===== src/rtl/hilo_muldiv_pkg.sv =====
// Shared encodings for the HI/LO multiply/divide engine.
// The build macro FAST_MUL_EN (see hilo_muldiv_unit.sv) selects a single-cycle multiply.
package hilo_muldiv_pkg;

  localparam logic [1:0] OP_MULTU = 2'b00;
  localparam logic [1:0] OP_MULT  = 2'b01;
  localparam logic [1:0] OP_DIVU  = 2'b10;
  localparam logic [1:0] OP_DIV   = 2'b11;

  typedef enum logic [1:0] {
    IDLE = 2'd0,
    CALC = 2'd1,
    FIX  = 2'd2,
    DONE = 2'd3
  } state_e;

  function automatic int iter_w(input int w);
    return (w > 1) ? $clog2(w) : 1;
  endfunction

  localparam int ITER_W = iter_w(32);

endpackage


===== src/rtl/hilo_muldiv_unit_if.sv =====
// Request/response bundle between the EX-stage control and the HI/LO engine.
interface hilo_muldiv_unit_if #(parameter int WIDTH = 32);
  logic             start;
  logic [1:0]       op;
  logic [WIDTH-1:0] X;
  logic [WIDTH-1:0] Y;
  logic             mthi;
  logic             mtlo;
  logic [WIDTH-1:0] hi;
  logic [WIDTH-1:0] lo;
  logic             busy;
  logic             done;
  logic             div_by_zero;

  modport master (output start, op, X, Y, mthi, mtlo,
                  input  hi, lo, busy, done, div_by_zero);
  modport slave  (input  start, op, X, Y, mthi, mtlo,
                  output hi, lo, busy, done, div_by_zero);
endinterface


===== src/rtl/muldiv_step.sv =====
// One iteration of the engine: shift-add multiply or restoring divide,
// both operating on a 2*WIDTH accumulator split into hi/lo halves.
module muldiv_step #(parameter int WIDTH = 32) (
  input  logic             div_i,
  input  logic [WIDTH-1:0] acc_hi_i,
  input  logic [WIDTH-1:0] acc_lo_i,
  input  logic [WIDTH-1:0] opnd_i,
  output logic [WIDTH-1:0] acc_hi_o,
  output logic [WIDTH-1:0] acc_lo_o
);
  logic [WIDTH:0]   sum;
  logic [WIDTH:0]   trial;
  logic [WIDTH-1:0] diff;

  always_comb begin
    sum   = {1'b0, acc_hi_i} + (acc_lo_i[0] ? {1'b0, opnd_i} : '0);
    // remainder shifted left with the next dividend bit pulled in
    trial = {acc_hi_i, acc_lo_i[WIDTH-1]};
    diff  = trial[WIDTH-1:0] - opnd_i;
    if (div_i) begin
      if (trial >= {1'b0, opnd_i}) begin
        acc_hi_o = diff;
        acc_lo_o = {acc_lo_i[WIDTH-2:0], 1'b1};
      end else begin
        acc_hi_o = trial[WIDTH-1:0];
        acc_lo_o = {acc_lo_i[WIDTH-2:0], 1'b0};
      end
    end else begin
      acc_hi_o = sum[WIDTH:1];
      acc_lo_o = {sum[0], acc_lo_i[WIDTH-1:1]};
    end
  end
endmodule


===== src/rtl/hilo_muldiv_unit.sv =====
// Iterative MULT/MULTU/DIV/DIVU engine owning the architectural HI/LO registers.
// Define FAST_MUL_EN to compute products in a single cycle (divide stays iterative).
module hilo_muldiv_unit
  import hilo_muldiv_pkg::*;
#(
  parameter int WIDTH = 32
) (
  input logic               clk,
  input logic               rst_n,
  hilo_muldiv_unit_if.slave bus
);
  localparam int             CW   = iter_w(WIDTH);
  localparam logic [CW-1:0]  LAST = CW'(WIDTH - 1);

  state_e           state_q, state_d;
  logic [1:0]       op_q, op_d;
  logic [WIDTH-1:0] acc_hi_q, acc_hi_d, acc_lo_q, acc_lo_d, opnd_q, opnd_d;
  logic [WIDTH-1:0] hi_q, hi_d, lo_q, lo_d;
  logic             sx_q, sx_d, sy_q, sy_d, dbz_q, dbz_d;
  logic [CW-1:0]    cnt_q, cnt_d;

  logic               sgn_x, sgn_y;
  logic [WIDTH-1:0]   abs_x, abs_y, step_hi, step_lo, quo_s, rem_s;
  logic [2*WIDTH-1:0] prod, prod_s;

  assign sgn_x = bus.op[0] & bus.X[WIDTH-1];
  assign sgn_y = bus.op[0] & bus.Y[WIDTH-1];
  assign abs_x = sgn_x ? -bus.X : bus.X;
  assign abs_y = sgn_y ? -bus.Y : bus.Y;

  muldiv_step #(.WIDTH(WIDTH)) u_step (
    .div_i    (op_q[1]),
    .acc_hi_i (acc_hi_q),
    .acc_lo_i (acc_lo_q),
    .opnd_i   (opnd_q),
    .acc_hi_o (step_hi),
    .acc_lo_o (step_lo)
  );

  // Sign fix-up; the quotient negation wraps naturally for MIN / -1.
  assign prod   = {acc_hi_q, acc_lo_q};
  assign prod_s = (sx_q ^ sy_q) ? -prod : prod;
  assign quo_s  = (sx_q ^ sy_q) ? -acc_lo_q : acc_lo_q;
  assign rem_s  = sx_q ? -acc_hi_q : acc_hi_q;

`ifdef FAST_MUL_EN
  logic [2*WIDTH-1:0] fast_prod;
  assign fast_prod = {{WIDTH{1'b0}}, abs_x} * {{WIDTH{1'b0}}, abs_y};
`endif

  always_comb begin
    state_d  = state_q;
    op_d     = op_q;
    acc_hi_d = acc_hi_q;
    acc_lo_d = acc_lo_q;
    opnd_d   = opnd_q;
    hi_d     = hi_q;
    lo_d     = lo_q;
    sx_d     = sx_q;
    sy_d     = sy_q;
    dbz_d    = dbz_q;
    cnt_d    = cnt_q;
    case (state_q)
      IDLE: begin
        if (bus.start) begin
          op_d     = bus.op;
          sx_d     = sgn_x;
          sy_d     = sgn_y;
          dbz_d    = 1'b0;
          cnt_d    = '0;
          acc_hi_d = '0;
          if (bus.op[1]) begin
            acc_lo_d = abs_x;
            opnd_d   = abs_y;
            if (bus.Y == '0) begin
              // raw dividend parked in acc_hi for the FIX writeback
              dbz_d    = 1'b1;
              acc_hi_d = bus.X;
              state_d  = FIX;
            end else begin
              state_d  = CALC;
            end
          end else begin
`ifdef FAST_MUL_EN
            {acc_hi_d, acc_lo_d} = fast_prod;
            state_d  = FIX;
`else
            acc_lo_d = abs_y;
            opnd_d   = abs_x;
            state_d  = CALC;
`endif
          end
        end else begin
          if (bus.mthi) hi_d = bus.X;
          if (bus.mtlo) lo_d = bus.X;
        end
      end
      CALC: begin
        acc_hi_d = step_hi;
        acc_lo_d = step_lo;
        cnt_d    = cnt_q + 1'b1;
        if (cnt_q == LAST) state_d = FIX;
      end
      FIX: begin
        if (dbz_q) begin
          hi_d = acc_hi_q;
          lo_d = '1;
        end else if (op_q[1]) begin
          hi_d = rem_s;
          lo_d = quo_s;
        end else begin
          {hi_d, lo_d} = prod_s;
        end
        state_d = DONE;
      end
      DONE:    state_d = IDLE;
      default: state_d = IDLE;
    endcase
  end

  always_ff @(posedge clk or negedge rst_n) begin
    if (!rst_n) begin
      state_q  <= IDLE;
      op_q     <= '0;
      acc_hi_q <= '0;
      acc_lo_q <= '0;
      opnd_q   <= '0;
      hi_q     <= '0;
      lo_q     <= '0;
      sx_q     <= 1'b0;
      sy_q     <= 1'b0;
      dbz_q    <= 1'b0;
      cnt_q    <= '0;
    end else begin
      state_q  <= state_d;
      op_q     <= op_d;
      acc_hi_q <= acc_hi_d;
      acc_lo_q <= acc_lo_d;
      opnd_q   <= opnd_d;
      hi_q     <= hi_d;
      lo_q     <= lo_d;
      sx_q     <= sx_d;
      sy_q     <= sy_d;
      dbz_q    <= dbz_d;
      cnt_q    <= cnt_d;
    end
  end

  assign bus.hi          = hi_q;
  assign bus.lo          = lo_q;
  assign bus.busy        = (state_q == CALC) || (state_q == FIX);
  assign bus.done        = (state_q == DONE);
  assign bus.div_by_zero = dbz_q;

endmodule

===== src/flat_wrapper.sv =====
// flat-port wrapper written by rule: the top's interface ports become plain ports
module hilo_muldiv_unit_flat import hilo_muldiv_pkg::*;
#(
  parameter int WIDTH = 32
)
  (clk, rst_n, bus_start, bus_op, bus_X, bus_Y, bus_mthi, bus_mtlo, bus_hi, bus_lo, bus_busy, bus_done, bus_div_by_zero);
  hilo_muldiv_unit_if #(.WIDTH(WIDTH)) bus_i ();
  input logic clk;
  input logic rst_n;
  input wire logic [$bits(bus_i.start)-1:0] bus_start;
  input wire logic [$bits(bus_i.op)-1:0] bus_op;
  input wire logic [$bits(bus_i.X)-1:0] bus_X;
  input wire logic [$bits(bus_i.Y)-1:0] bus_Y;
  input wire logic [$bits(bus_i.mthi)-1:0] bus_mthi;
  input wire logic [$bits(bus_i.mtlo)-1:0] bus_mtlo;
  output wire logic [$bits(bus_i.hi)-1:0] bus_hi;
  output wire logic [$bits(bus_i.lo)-1:0] bus_lo;
  output wire logic [$bits(bus_i.busy)-1:0] bus_busy;
  output wire logic [$bits(bus_i.done)-1:0] bus_done;
  output wire logic [$bits(bus_i.div_by_zero)-1:0] bus_div_by_zero;
  assign bus_i.start = bus_start;
  assign bus_i.op = bus_op;
  assign bus_i.X = bus_X;
  assign bus_i.Y = bus_Y;
  assign bus_i.mthi = bus_mthi;
  assign bus_i.mtlo = bus_mtlo;
  assign bus_hi = bus_i.hi;
  assign bus_lo = bus_i.lo;
  assign bus_busy = bus_i.busy;
  assign bus_done = bus_i.done;
  assign bus_div_by_zero = bus_i.div_by_zero;
  hilo_muldiv_unit #(.WIDTH(WIDTH)) u_core (.clk(clk), .rst_n(rst_n), .bus(bus_i));
endmodule

===== config.mk =====
export PLATFORM = sky130hd
export DESIGN_NAME = hilo_muldiv_unit_flat
export DESIGN_NICKNAME = d
export VERILOG_FILES = /design/src/rtl/hilo_muldiv_pkg.sv /design/src/rtl/hilo_muldiv_unit_if.sv /design/src/rtl/muldiv_step.sv /design/src/rtl/hilo_muldiv_unit.sv /design/src/flat_wrapper.sv
export SDC_FILE = /design/constraint.sdc
export NUM_CORES = 1
export LEC_CHECK = 0
export CAP_MARGIN = 40
export CORE_MARGIN = 2
export CORE_UTILIZATION = 50
export CTS_BUF_LIST = sky130_fd_sc_hd__clkbuf_4
export DETAILED_ROUTE_END_ITERATION = 12
export HOLD_SLACK_MARGIN = 0.08
export PLACE_DENSITY = 0.71
export REMOVE_ABC_BUFFERS = 1
export SETUP_SLACK_MARGIN = 0.4
export SYNTH_ARGS = -nofsm -noshare
export SYNTH_HDL_FRONTEND = slang
export SYNTH_SLANG_ARGS = --single-unit

===== constraint.sdc =====
create_clock -name clk -period 8.3 [get_ports clk]
set_input_delay 1.245 -clock clk [delete_from_list [all_inputs] [get_ports clk]]
set_output_delay 1.245 -clock clk [all_outputs]
set_load 0.01 [all_outputs]

==> run_results.csv <==
group,metric,value,unit
outcome,status,"finished clean",
cells_and_area,multi_input_area,10900,µm²
synth,synth_top_area_frac,0.268,
synth,ys_dominant_reg_cell,"dfrtp_1",
synth,synth_common_cells,"nor2_1 (258), a21oi_1 (240), nand2_1 (211)",
global_routing,antenna_found_initial,0,
synth,synth_cells,2132,
clocking,cts_hold_buf,0,
timing,finalSetupTns,0,ns
route,dr.pass1.iters,6,
cells_and_area,final_nets,2311,
hold_path,hold_end,"u_core.bus.lo[4]",
route,drc,0,
timing,tightest_slew,0.902,ns
route,finalWirelength,60800,µm
floorplanning,die-area,33300,µm²
clocking,insertion_delay,0.63,ns
place,pre_cts_ws,3.41,ns
timing,worst_clock_skew,0.0371,ns
synth,ys_ff_latch,171,
timing,grt_setup_unrepaired,"false",
clocking,cts_buffers,17,
global_routing,grt_max_degree,97,
floorplanning,die_x,183,µm
synth,synth.area.top_cells,"dfrtp_1 (27%), a21oi_1 (7.5%), nor2_1 (6.1%)",
power_and_ir_drop,power.leakage,7.29,nW
clocking,tritoncts,"yes",
floorplanning,fp.dieH,183,µm
timing,relSlewSlack,0.390,
place,gp_congestion,0.990,
setup_path,r2r-start,"u_core.acc_lo_q[31]",
place,port_buffers,137,
setup_path,reg2reg_slack,3.79,ns
global_routing,grt_use_total,0.363,
route,ant_nets,0,
clocking,htreeDepth,4,
clocking,postCtsResizedCells,0,
cells_and_area,drive_gt1_frac,0.0621,
synth,syn_area_per_cell,7.48,µm²
cells_and_area,synthToLayoutAreaGrowth,11.8,%
route,drtIter0Drc,1873,
synth,synthArstFlopShare,1.00,
setup_path,crit_arrival,5.06,ns
timing,finalSetupViolCount,0,
floorplanning,num_io_pins,138,
synth,yosysMostFrequentCell,"nor2_1",
setup_path,crit_chain,"inv_1, ha_1, nor2b_1, o2111ai_1, a31o_2, and2_0, o41ai_2, a31o_2, nand2_1, or3b_2, a21oi_1",
global_routing,globalRouteOverflowTotal,0,
power_and_ir_drop,power,8.41,mW
setup_path,crit_top_cell,"a31o_2",
floorplanning,floorplan.initialDensity,0.507,
hold_path,worstHoldStart,"u_core.bus.lo[4]",
synth,synth.distinct_cells,73,
power_and_ir_drop,power_density,472,nW/µm²
setup_path,crit_type,"reg2reg",
floorplanning,fp.coreArea,31500,µm²
setup_path,setup.worst_path.end_class,"flip-flop",
synth,ys_warn_count,0,
global_routing,grt_pass1_vias,15700,
cells_and_area,utilization,0.567,
hold_path,whs_path_depth,2,
timing,drv_slew,0,
setup_path,r2r_end,"u_core.acc_hi_q[18]",
setup_path,worstPathRequired,8.85,ns
job,maxCapViolCount,0,
synth,seq_area_frac_synth,0.268,
route,wire_per_inst,23.6,µm
global_routing,grt_pass1_wl,93100,µm
clocking,cts_setup_buffers,0,
synth,synth_edf_count,0,
setup_path,reg2reg_depth,11,
setup_path,startpoint_type,"flip-flop",
cells_and_area,fill_cells,3060,
clocking,clk_path_buf_depth,2,
hold_path,hp-class,"reg2reg",
timing,fin_crit_sh,0.543,
clocking,cts.sink_count,171,
cells_and_area,diodes,0,
setup_path,crit_path_top_delay_cell,"a31o_2",
floorplanning,row_count,65,
place,dp_hpwl,45900,µm
timing,max_freq,0.222,GHz
setup_path,crit_fanout,30,
timing,setup_slack,3.79,ns
power_and_ir_drop,ir_drop,0.295,mV
setup_path,slowest_delay,0.81,ns
timing,hold_violations,0,
clocking,clkTransAtPathRegs,0.15,ns
synth,syn_area,15900,µm²
timing,period_minus_slack,4.51,ns
route,via_per_inst,6.50,
cells_and_area,register_area,4280,µm²
clocking,cts_root_buf,"clkbuf_4",
synth,yosysTopAreaCell,"dfrtp_1",
route,vias,16700,
registers in the layout, summed over array words and instances (netlist names), 2 cells and up:
| signal | cells |
|---|---|
| u_core.cnt_q | 5 |
| u_core.state_q | 2 |
| u_core.opnd_q | 32 |
| u_core.bus.hi | 32 |
| u_core.acc_lo_q | 32 |
| u_core.bus.lo | 32 |
| u_core.acc_hi_q | 32 |
worst max-delay path: cells and delay by family, from the launching register on:
family / cells / cell delay [ns]
flops: 1 / 0.53
fa+ha+maj: 1 / 0.27
simple gates: 4 / 1.37
compound gates: 5 / 2.08
buf+inv: 1 / 0.18
cells in the final DEF (no fill, tap or decap), types with 39 or more instances in the layout:
cell type	Yosys	final
nor3_1	40	40
nand2_1	211	210
nand3_1	41	41
xor2_1	67	66
dfrtp_1	171	170
nor2_1	258	258
a21oi_1	240	237
a21o_1	39	39
clkdlybuf4s50_1	0	135
inv_1	69	69
xnor2_1	109	108
o22ai_1	39	39
ha_1	74	72
o21ai_0	180	179
stage by stage:
stage	cells	cell area [µm²]	hold WS (ns)
floorplan	1982	15400	0.445
global placement	2542	17500	0.458
detailed placement	2547	17500	0.467
CTS	2577	17800	0.501
global route	2577	17800	0.526
finish	2577	17800	0.494
layout make-up:
class / instances / share of cell area
Clock inverter: 11 / 0.00828
Multi-Input combinational cell: 1742 / 0.611
Clock buffer: 19 / 0.00800
Inverter: 69 / 0.0145
Sequential cell: 171 / 0.240
Timing Repair Buffer: 163 / 0.0898
Tap cell: 402 / 0.0282
per-layer routing:
layer | up-vias | routed length [µm] | GRT usage
met4 | 0 | 3390 | 0.184
met3 | 143 | 4350 | 0.0523
met5 | - | 0 | 0
li1 | 7738 | - | -
met1 | 8031 | 26100 | 0.492
met2 | 833 | 26900 | 0.564
worst max-delay path by stage:
| stage | startpoint | endpoint | slack, ns | depth (start not counted) |
|---|---|---|---|---|
| floorplan | u_core.state_q[1] | u_core.acc_hi_q[16] | 0.28 | 9 |
| CTS | u_core.acc_hi_q[7] | u_core.acc_hi_q[18] | 3.83 | 10 |
| global placement | bus_X[2] | u_core.opnd_q[27] | 3.42 | 10 |
| detailed placement | bus_X[2] | u_core.opnd_q[27] | 3.41 | 10 |
| global route | u_core.acc_hi_q[7] | u_core.acc_hi_q[18] | 3.57 | 10 |
| finish | u_core.acc_lo_q[31] | u_core.acc_hi_q[18] | 3.79 | 11 |
logic make-up (layout without fill, tap and decap cells):
family	count (synthesis)	after routing	share of synthesized area
AOI/OAI and AO/OA	711	711	0.272
xor gates and xnor gates	176	176	0.0967
adders and majority gates	76	76	0.0606
buffers and inverters	219	262	0.0526
DFF	171	171	0.268
muxes	64	64	0.0429
and+or+nand+nor	715	715	0.207
power breakdown:
part	internal [mW]	total (mW)	switching (mW)
Sequential	1.23	1.86	0.631
Clock	0.212	0.537	0.325
Combinational	2.39	6.01	3.63
Total	3.83	8.41	4.58
(Power assumes the default switching activity.)
